==> src/rtl/counter_pkg.sv <==
// Shared constants and helpers for the modulo counter family.
// Also used by the BCD and time-of-day counters built from these counters.
package counter_pkg;

    localparam logic DIR_DOWN  = 1'b0;
    localparam logic DIR_UP    = 1'b1;

    localparam int   MODE_WRAP = 0;
    localparam int   MODE_SAT  = 1;

    // Number of bits needed to hold the values 0..modulus-1 (at least one bit).
    function automatic int mod_width(input int modulus);
        int w;
        w = 1;
        while ((64'(1) << w) < 64'(modulus)) begin
            w++;
        end
        return w;
    endfunction

endpackage

==> src/rtl/mod_counter_step.sv <==
// Combinational next-count logic for one modulo-M stage.
// Computes the next value and flags when the count sits on the terminal value for the current direction.
module mod_counter_step
    import counter_pkg::*;
#(
    parameter int N        = 8,
    parameter int MODULUS  = 6,
    parameter int SATURATE = MODE_WRAP
) (
    input  logic [N-1:0] q,
    input  logic         up,
    output logic [N-1:0] next_q,
    output logic         at_tc
);

    localparam logic [N:0] LAST = (N+1)'(MODULUS - 1);

    logic [N:0] q_ext;
    logic [N:0] tv;
    logic [N:0] sum;

    // One extra bit keeps MODULUS == 2**N exact.
    always_comb begin
        q_ext = {1'b0, q};
        tv    = (up == DIR_UP) ? LAST : '0;
        at_tc = (q_ext == tv);
        sum   = q_ext;
        if (!at_tc) begin
            sum = (up == DIR_UP) ? q_ext + 1'b1 : q_ext - 1'b1;
        end else if (SATURATE != MODE_SAT) begin
            sum = (up == DIR_UP) ? '0 : LAST;
        end
        next_q = sum[N-1:0];
    end

endmodule

==> src/rtl/mod_counter.sv <==
// Modulo-M up/down counter with clamped parallel load, wrap or saturate mode,
// a cascadable terminal count and a sticky overflow flag.
module mod_counter
    import counter_pkg::*;
#(
    parameter int N        = 8,
    parameter int MODULUS  = 6,
    parameter int SATURATE = MODE_WRAP
) (
    input  logic         clk,
    input  logic         clear,
    input  logic         en,
    input  logic         up,
    input  logic         load,
    input  logic [N-1:0] d,
    input  logic         clr_ovf,
    output logic [N-1:0] q,
    output logic         tc,
    output logic         ovf
);

    localparam logic [N:0]   MOD_EXT = (N+1)'(MODULUS);
    localparam logic [N-1:0] LAST_N  = N'(MODULUS - 1);

    if (MODULUS < 2 || mod_width(MODULUS) > N) begin : g_bad_modulus
        $error("mod_counter: MODULUS must satisfy 2 <= MODULUS <= 2**N");
    end

    logic [N-1:0] step_q;
    logic         at_tc;
    logic [N-1:0] load_val;
    logic         started;

    mod_counter_step #(
        .N        (N),
        .MODULUS  (MODULUS),
        .SATURATE (SATURATE)
    ) u_step (
        .q      (q),
        .up     (up),
        .next_q (step_q),
        .at_tc  (at_tc)
    );

    assign load_val = ({1'b0, d} < MOD_EXT) ? d : LAST_N;
    assign tc       = en & ~load & at_tc;

    // started keeps q and ovf parked at zero through the first edge after clear is released.
    always_ff @(posedge clk or negedge clear) begin
        if (!clear) begin
            q       <= '0;
            ovf     <= 1'b0;
            started <= 1'b0;
        end else if (!started) begin
            started <= 1'b1;
        end else begin
            if (load) begin
                q <= load_val;
            end else if (en) begin
                q <= step_q;
            end
            if (en && !load && at_tc) begin
                ovf <= 1'b1;
            end else if (clr_ovf) begin
                ovf <= 1'b0;
            end
        end
    end

endmodule

==> config.mk <==
export PLATFORM = sky130hd
export DESIGN_NAME = mod_counter
export DESIGN_NICKNAME = d
export VERILOG_FILES = /design/src/rtl/counter_pkg.sv /design/src/rtl/mod_counter_step.sv /design/src/rtl/mod_counter.sv
export SDC_FILE = /design/constraint.sdc
export NUM_CORES = 1
export LEC_CHECK = 0
export CAP_MARGIN = 20
export CORE_MARGIN = 5
export CORE_UTILIZATION = 30
export DETAILED_ROUTE_END_ITERATION = 6
export GPL_ROUTABILITY_DRIVEN = 0
export PLACE_DENSITY = 0.62
export SLEW_MARGIN = 20
export SYNTH_ARGS = -nofsm -noshare
export SYNTH_HDL_FRONTEND = slang
export SYNTH_SLANG_ARGS = --single-unit
==> constraint.sdc <==
create_clock -name clk -period 2.5 [get_ports clk]
set_input_delay 0.5 -clock clk [delete_from_list [all_inputs] [get_ports clk]]
set_output_delay 0.5 -clock clk [all_outputs]
set_load 0.02 [all_outputs]
* After elaboration in Yosys (flattened, before gate mapping)
Index checks and enable logic that the tools add are counted.
Operators by class: equality and inequality tests 1, bitwise gates (word level) 3, add/sub/neg operators 2, divide/modulo/power cells 0, reductions and logical operators 7, shift operators 0, multiply operators 0, muxes and demuxes 9, magnitude comparators 1
Operators with widths (number):
- $mux W8 | 5
- $eq A8 B9 Y1 | 1
- $add A8 B1 Y8 const B | 1
- $lt A8 B3 Y1 const B | 1
- $sub A8 B1 Y8 const B | 1
- $mux W3 | 2
- $reduce_and A2 Y1 | 2
- $reduce_bool A2 Y1 | 2
- $and A1 B1 Y1 | 2
- $logic_and A1 B1 Y1 | 2
- $mux W1 | 2
- $logic_not A1 Y1 | 1
- $not A1 Y1 | 1
Storage, ports and cells: input bits 14, flip-flop bits (word level) 10, memories 0, bits in read-only memories 0, memory bits (writable) 0, latch bits 0, output and inout bits 10

* Logic depth before layout (Yosys ltp)
word-level depth 5, gate-level depth with buffers 8

* By module
Synthesis repeated with hierarchy kept, for this count alone.
Second synthesis, totals: cells, all modules 103, area, all modules 907.1 um2
Modules (own cells, without submodules):
- mod_counter | cells an instance 49, times used 1, sequential area each 250.2 um2, area an instance 506.7 um2
- mod_counter_step | cells an instance 54, times used 1, sequential area each 0.0 um2, area an instance 400.4 um2

* Least setup slack after synthesis
No wires, ideal clock.
path type in2reg, start point input port up, end point register q[6], stages on the path 7, slack 0.424 ns, data arrival time 1.954 ns, cell sequence inv_1 > ha_1 > nor2b_1 > o21ai_0 > a21oi_1 > or3_1 > a32o_1
On the way: longest elaborated chain between the ends 5
Ends and longest elaborated chain:
- from (decl) | line mod_counter.sv:13 | input logic up,
- $mux W3 | line mod_counter_step.sv:25 | tv = (up == DIR_UP) ? LAST : '0;
- $eq A8 B9 Y1 | line mod_counter_step.sv:26 | at_tc = (q_ext == tv);
- $mux W8 * | line mod_counter_step.sv:28 | if (!at_tc) begin
- $mux W8 * | line mod_counter.sv:59 | end else if (en) begin
- $mux W8 * | line mod_counter.sv:57 | if (load) begin
- to (signal assigned) | line mod_counter.sv:58 | q <= load_val;
- to (signal assigned) | line mod_counter.sv:60 | q <= step_q;
- to (decl) | line mod_counter.sv:17 | output logic [N-1:0] q,
Mark *: on every way between the ends. The rest lies on a longest branch, timed or not. The select of a mux whose other input is x is not followed. A chain may end at the register's enable or synchronous reset.

* Final worst setup path
start point input port up, end point output port tc
On the way: longest elaborated chain between the ends 3
Ends and longest elaborated chain:
- $mux W3 | line mod_counter_step.sv:25
- $eq A8 B9 Y1 | line mod_counter_step.sv:26
- $and A1 B1 Y1 | line mod_counter.sv:46 | assign tc = en & ~load & at_tc;
- to (decl) | line mod_counter.sv:18 | output logic tc,
No other way between the ends.

==> metrics.txt <==
# TYPE chip_impl_metric gauge
chip_impl_info{name="status",value="completed"} 1
chip_impl_metric{name="vias",unit=""} 803
chip_impl_metric{name="ff2ff_path_depth",unit=""} 7
chip_impl_metric{name="synth_top_cell_area_share",unit="%"} 32.2
chip_impl_metric{name="regToRegSetupSlack",unit="ns"} 0.49
chip_impl_metric{name="p_leak",unit="nW"} 0.550
chip_impl_metric{name="hold-worst-slack",unit="ns"} 0.516
chip_impl_info{name="worst_r2r_endpoint",value="q[6]$_DFFE_PN0P_"} 1
chip_impl_metric{name="finalClockSkew",unit="ns"} 0.00272
chip_impl_metric{name="finish.utilization",unit="%"} 48.4
chip_impl_metric{name="ant_nets",unit=""} 0
chip_impl_metric{name="dr.first_iter.drc_count",unit=""} 13
chip_impl_metric{name="clock_transition_at_path_regs",unit="ns"} 0.08
chip_impl_info{name="crit_path_start",value="up"} 1
chip_impl_metric{name="grt_pass1_wl",unit="µm"} 3790
chip_impl_metric{name="area_growth_syn_to_layout",unit="%"} 54.0
chip_impl_metric{name="synth_nets",unit=""} 110
chip_impl_metric{name="fillerInstances",unit=""} 269
chip_impl_info{name="ys_top_cells_by_area",value="sky130_fd_sc_hd__dfrtp_1 (32%), sky130_fd_sc_hd__ha_1 (9.6%), sky130_fd_sc_hd__nand2_1 (5.3%)"} 1
chip_impl_metric{name="grt_antenna_before_repair",unit=""} 0
chip_impl_metric{name="place.port_buffers",unit=""} 23
chip_impl_info{name="start_kind",value="input pin"} 1
chip_impl_metric{name="post_synth_num_cell_types",unit=""} 37
chip_impl_metric{name="clk_pwr_share",unit="%"} 15.1
chip_impl_metric{name="yosysSeqAreaShare",unit="%"} 32.2
chip_impl_metric{name="die_w",unit="µm"} 60.9
chip_impl_metric{name="pin_count",unit=""} 24
chip_impl_metric{name="grt_start_max_net_pins",unit=""} 11
chip_impl_metric{name="synthesis.instances",unit=""} 89
chip_impl_metric{name="ys_warn_count",unit=""} 0
chip_impl_metric{name="clock_sink_total",unit=""} 10
chip_impl_metric{name="cts_buffers",unit=""} 3
chip_impl_metric{name="power_frac_comb",unit="%"} 61.4
chip_impl_metric{name="timing.final.hold_violations",unit=""} 0
chip_impl_metric{name="postPlaceCellArea",unit="µm²"} 1160
chip_impl_metric{name="slew-limit-headroom",unit="%"} 64.1
chip_impl_info{name="post-synth-top-area-cell",value="sky130_fd_sc_hd__dfrtp_1"} 1
chip_impl_info{name="synth.cells.most_frequent",value="sky130_fd_sc_hd__nand2_1 (11), sky130_fd_sc_hd__dfrtp_1 (10)"} 1
chip_impl_metric{name="placement.setup.worst_slack",unit="ns"} -0.321
chip_impl_metric{name="irDropWorstVdd",unit="V"} 0.000463
chip_impl_metric{name="synth.ff_latch_count",unit=""} 10
chip_impl_metric{name="max_clock_freq",unit="GHz"} 0.420
chip_impl_metric{name="route.final.wire_length",unit="µm"} 2330
chip_impl_metric{name="timing.final.setup_violations",unit=""} 0
chip_impl_metric{name="synthesis.area",unit="µm²"} 778
chip_impl_metric{name="drt_pre_antenna_iters",unit=""} 2
chip_impl_metric{name="finalMaxSlewViolations",unit=""} 0
chip_impl_metric{name="routed_wire_length_per_instance",unit="µm"} 14.4
chip_impl_metric{name="fin_crit",unit="ns"} 2.38
chip_impl_metric{name="cp.arrival",unit="ns"} 1.88
chip_impl_metric{name="power.switching",unit="mW"} 0.414
chip_impl_metric{name="floorplan.core_area",unit="µm²"} 2480
chip_impl_metric{name="max_root_sink_buffers",unit=""} 2
chip_impl_info{name="main_synth_ff_type",value="sky130_fd_sc_hd__dfrtp_1"} 1
chip_impl_metric{name="die-area",unit="µm²"} 3710
chip_impl_metric{name="synth-edff-count",unit=""} 0
chip_impl_metric{name="post-route-drc-count",unit=""} 0
chip_impl_metric{name="number_of_global_route_vias_before_repair",unit=""} 867
chip_impl_metric{name="power_density_cells",unit="nW/µm²"} 865
chip_impl_metric{name="cts.htree.levels",unit=""} 1
chip_impl_info{name="timing.rr.start",value="q[0]$_DFFE_PN0P_"} 1
chip_impl_info{name="min-delay-path-class",value="reg2reg"} 1
chip_impl_info{name="timing.critical_path.to_type",value="output pin"} 1
chip_impl_metric{name="drt-vias-per-instance",unit=""} 4.99
chip_impl_metric{name="proportion_of_synthesized_flip_flops_having_asynchronous_set_or_reset",unit="%"} 100
chip_impl_metric{name="initial_core_util",unit="%"} 31.4
chip_impl_info{name="cts_tree",value="done"} 1
chip_impl_metric{name="grt_overflow",unit=""} 0
chip_impl_info{name="criticalPathCategory",value="in2out"} 1
chip_impl_metric{name="final_layout_size_suffix_gt1_share",unit="%"} 19.8
chip_impl_metric{name="row_count",unit=""} 18
chip_impl_metric{name="final_net_count",unit=""} 153
chip_impl_metric{name="cp.required",unit="ns"} 2.00
chip_impl_info{name="critical_path.endpoint",value="tc"} 1
chip_impl_info{name="synth_most_common_cell",value="sky130_fd_sc_hd__nand2_1"} 1
chip_impl_metric{name="timing.final.ws_setup",unit="ns"} 0.118
chip_impl_metric{name="timing.final.crit_share",unit="%"} 95.3
chip_impl_metric{name="dieHeight",unit="µm"} 60.9
chip_impl_metric{name="hpwlAfterDp",unit="µm"} 1880
chip_impl_metric{name="tightestPinTransition",unit="ns"} 0.535
chip_impl_metric{name="max-cap-violations",unit=""} 0
chip_impl_metric{name="power.sequential.fraction",unit="%"} 23.6
chip_impl_metric{name="swShare",unit="%"} 39.9
chip_impl_metric{name="internal_power",unit="mW"} 0.623
chip_impl_metric{name="post_route_standard_cell_area_excluding_fillers",unit="µm²"} 1200
chip_impl_info{name="clock_tree.root_cell",value="sky130_fd_sc_hd__clkbuf_4"} 1
chip_impl_metric{name="antennaDiodeCount",unit=""} 0
chip_impl_metric{name="timing.critical_path.fanout_max",unit=""} 2
chip_impl_metric{name="syn_area_per_cell",unit="µm²"} 8.74
chip_impl_metric{name="insertion_delay",unit="ns"} 0.27
chip_impl_metric{name="overall_fraction_of_global_route_tracks_in_use",unit="%"} 13.7
[repair_timing]
action,4_1_cts,5_1_grt
hold buffers,0,0
endpoints found under the setup margin,1,4
pin swaps,0,1
endpoints found under the hold margin,0,0
setup buffers,0,0
gates resized for setup,3,4
[metrics by stage]
step,power [mW],setup TNS (ns),std cells
floorplan,0.576,0,89
detailed placement,0.877,-0.792,157
CTS,1.03,0,161
global route,1.12,-0.0440,161
global placement,0.854,-0.739,157
finish,1.04,0,161
[cell type report]
cell class	count	area, µm²	area share, %
clock buffers	4	36.3	3.03
inverters	6	22.5	1.88
multi-input cells	71	499	41.6
flip-flops and latches	10	250	20.9
well taps	30	37.5	3.13
repair buffers	40	353	29.4
[kinds of logic (layout without fill, tap and decap cells)]
family	Yosys count	count (layout)	share of synthesized area, %
buf+inv	8	50	4.98
fa+ha+maj	7	7	12.2
compound gates	29	29	25.9
flops	10	10	32.2
other cells	1	1	0.482
mux	1	1	1.29
simple gates	29	29	18.5
xor+xnor	4	4	4.50
[how the worst min path moves through the flow]
stage                                from              end  slack [ns]  cells after the start
after floorplan                     clear  ovf$_DFFE_PN0P_        0.20                      0
after global routing      ovf$_DFFE_PN0P_  ovf$_DFFE_PN0P_        0.54                      1
after detailed placement  ovf$_DFFE_PN0P_  ovf$_DFFE_PN0P_        0.50                      1
final                     ovf$_DFFE_PN0P_  ovf$_DFFE_PN0P_        0.52                      1
after CTS                 ovf$_DFFE_PN0P_  ovf$_DFFE_PN0P_        0.52                      1
after global placement    ovf$_DFFE_PN0P_  ovf$_DFFE_PN0P_        0.49                      1
[power by group through the flow]
stage / Clock [mW] / Sequential (mW) / Combinational [mW]
final: 0.156 / 0.245 / 0.637
after global routing: 0.160 / 0.252 / 0.704
after CTS: 0.157 / 0.245 / 0.633
after detailed placement: 0 / 0.248 / 0.629
after global placement: 0 / 0.246 / 0.608
after floorplan: 0 / 0.298 / 0.277
[placed cells by master (no fill, tap or decap), types with 2 or more instances in the layout]
cell type / netlist / routed
sky130_fd_sc_hd__o31ai_1: 2 / 2
sky130_fd_sc_hd__or3_1: 3 / 3
sky130_fd_sc_hd__clkdlybuf4s50_1: 0 / 22
sky130_fd_sc_hd__a22o_1: 2 / 2
sky130_fd_sc_hd__nand2_1: 11 / 11
sky130_fd_sc_hd__o22ai_1: 2 / 2
sky130_fd_sc_hd__a211oi_1: 3 / 2
sky130_fd_sc_hd__clkbuf_4: 0 / 3
sky130_fd_sc_hd__xor2_1: 3 / 3
sky130_fd_sc_hd__nor4_1: 2 / 2
sky130_fd_sc_hd__o21ai_0: 6 / 5
sky130_fd_sc_hd__inv_1: 6 / 6
sky130_fd_sc_hd__buf_4: 0 / 17
sky130_fd_sc_hd__dfrtp_1: 10 / 10
sky130_fd_sc_hd__a21oi_1: 4 / 4
sky130_fd_sc_hd__ha_1: 6 / 6
sky130_fd_sc_hd__nor2_1: 6 / 6
sky130_fd_sc_hd__o21ai_1: 1 / 2
[registers in the layout, summed over array words and instances (netlist names)]
register	flops
ovf	1
q	8
started	1
[critical path, cell delays in order]
cell	delay, ns
sky130_fd_sc_hd__clkdlybuf4s50_1	0.47
sky130_fd_sc_hd__inv_1	0.06
sky130_fd_sc_hd__ha_1	0.29
sky130_fd_sc_hd__and3_1	0.16
sky130_fd_sc_hd__and4b_2	0.23
sky130_fd_sc_hd__buf_2	0.16
[metal layers]
layer	global-route usage (%)	routed length, µm
met1	16.7	1010
met5	0	0
met3	3.62	123
met2	24.3	1200
met4	2.79	0
Note: power is estimated with default switching activity, not from simulation.
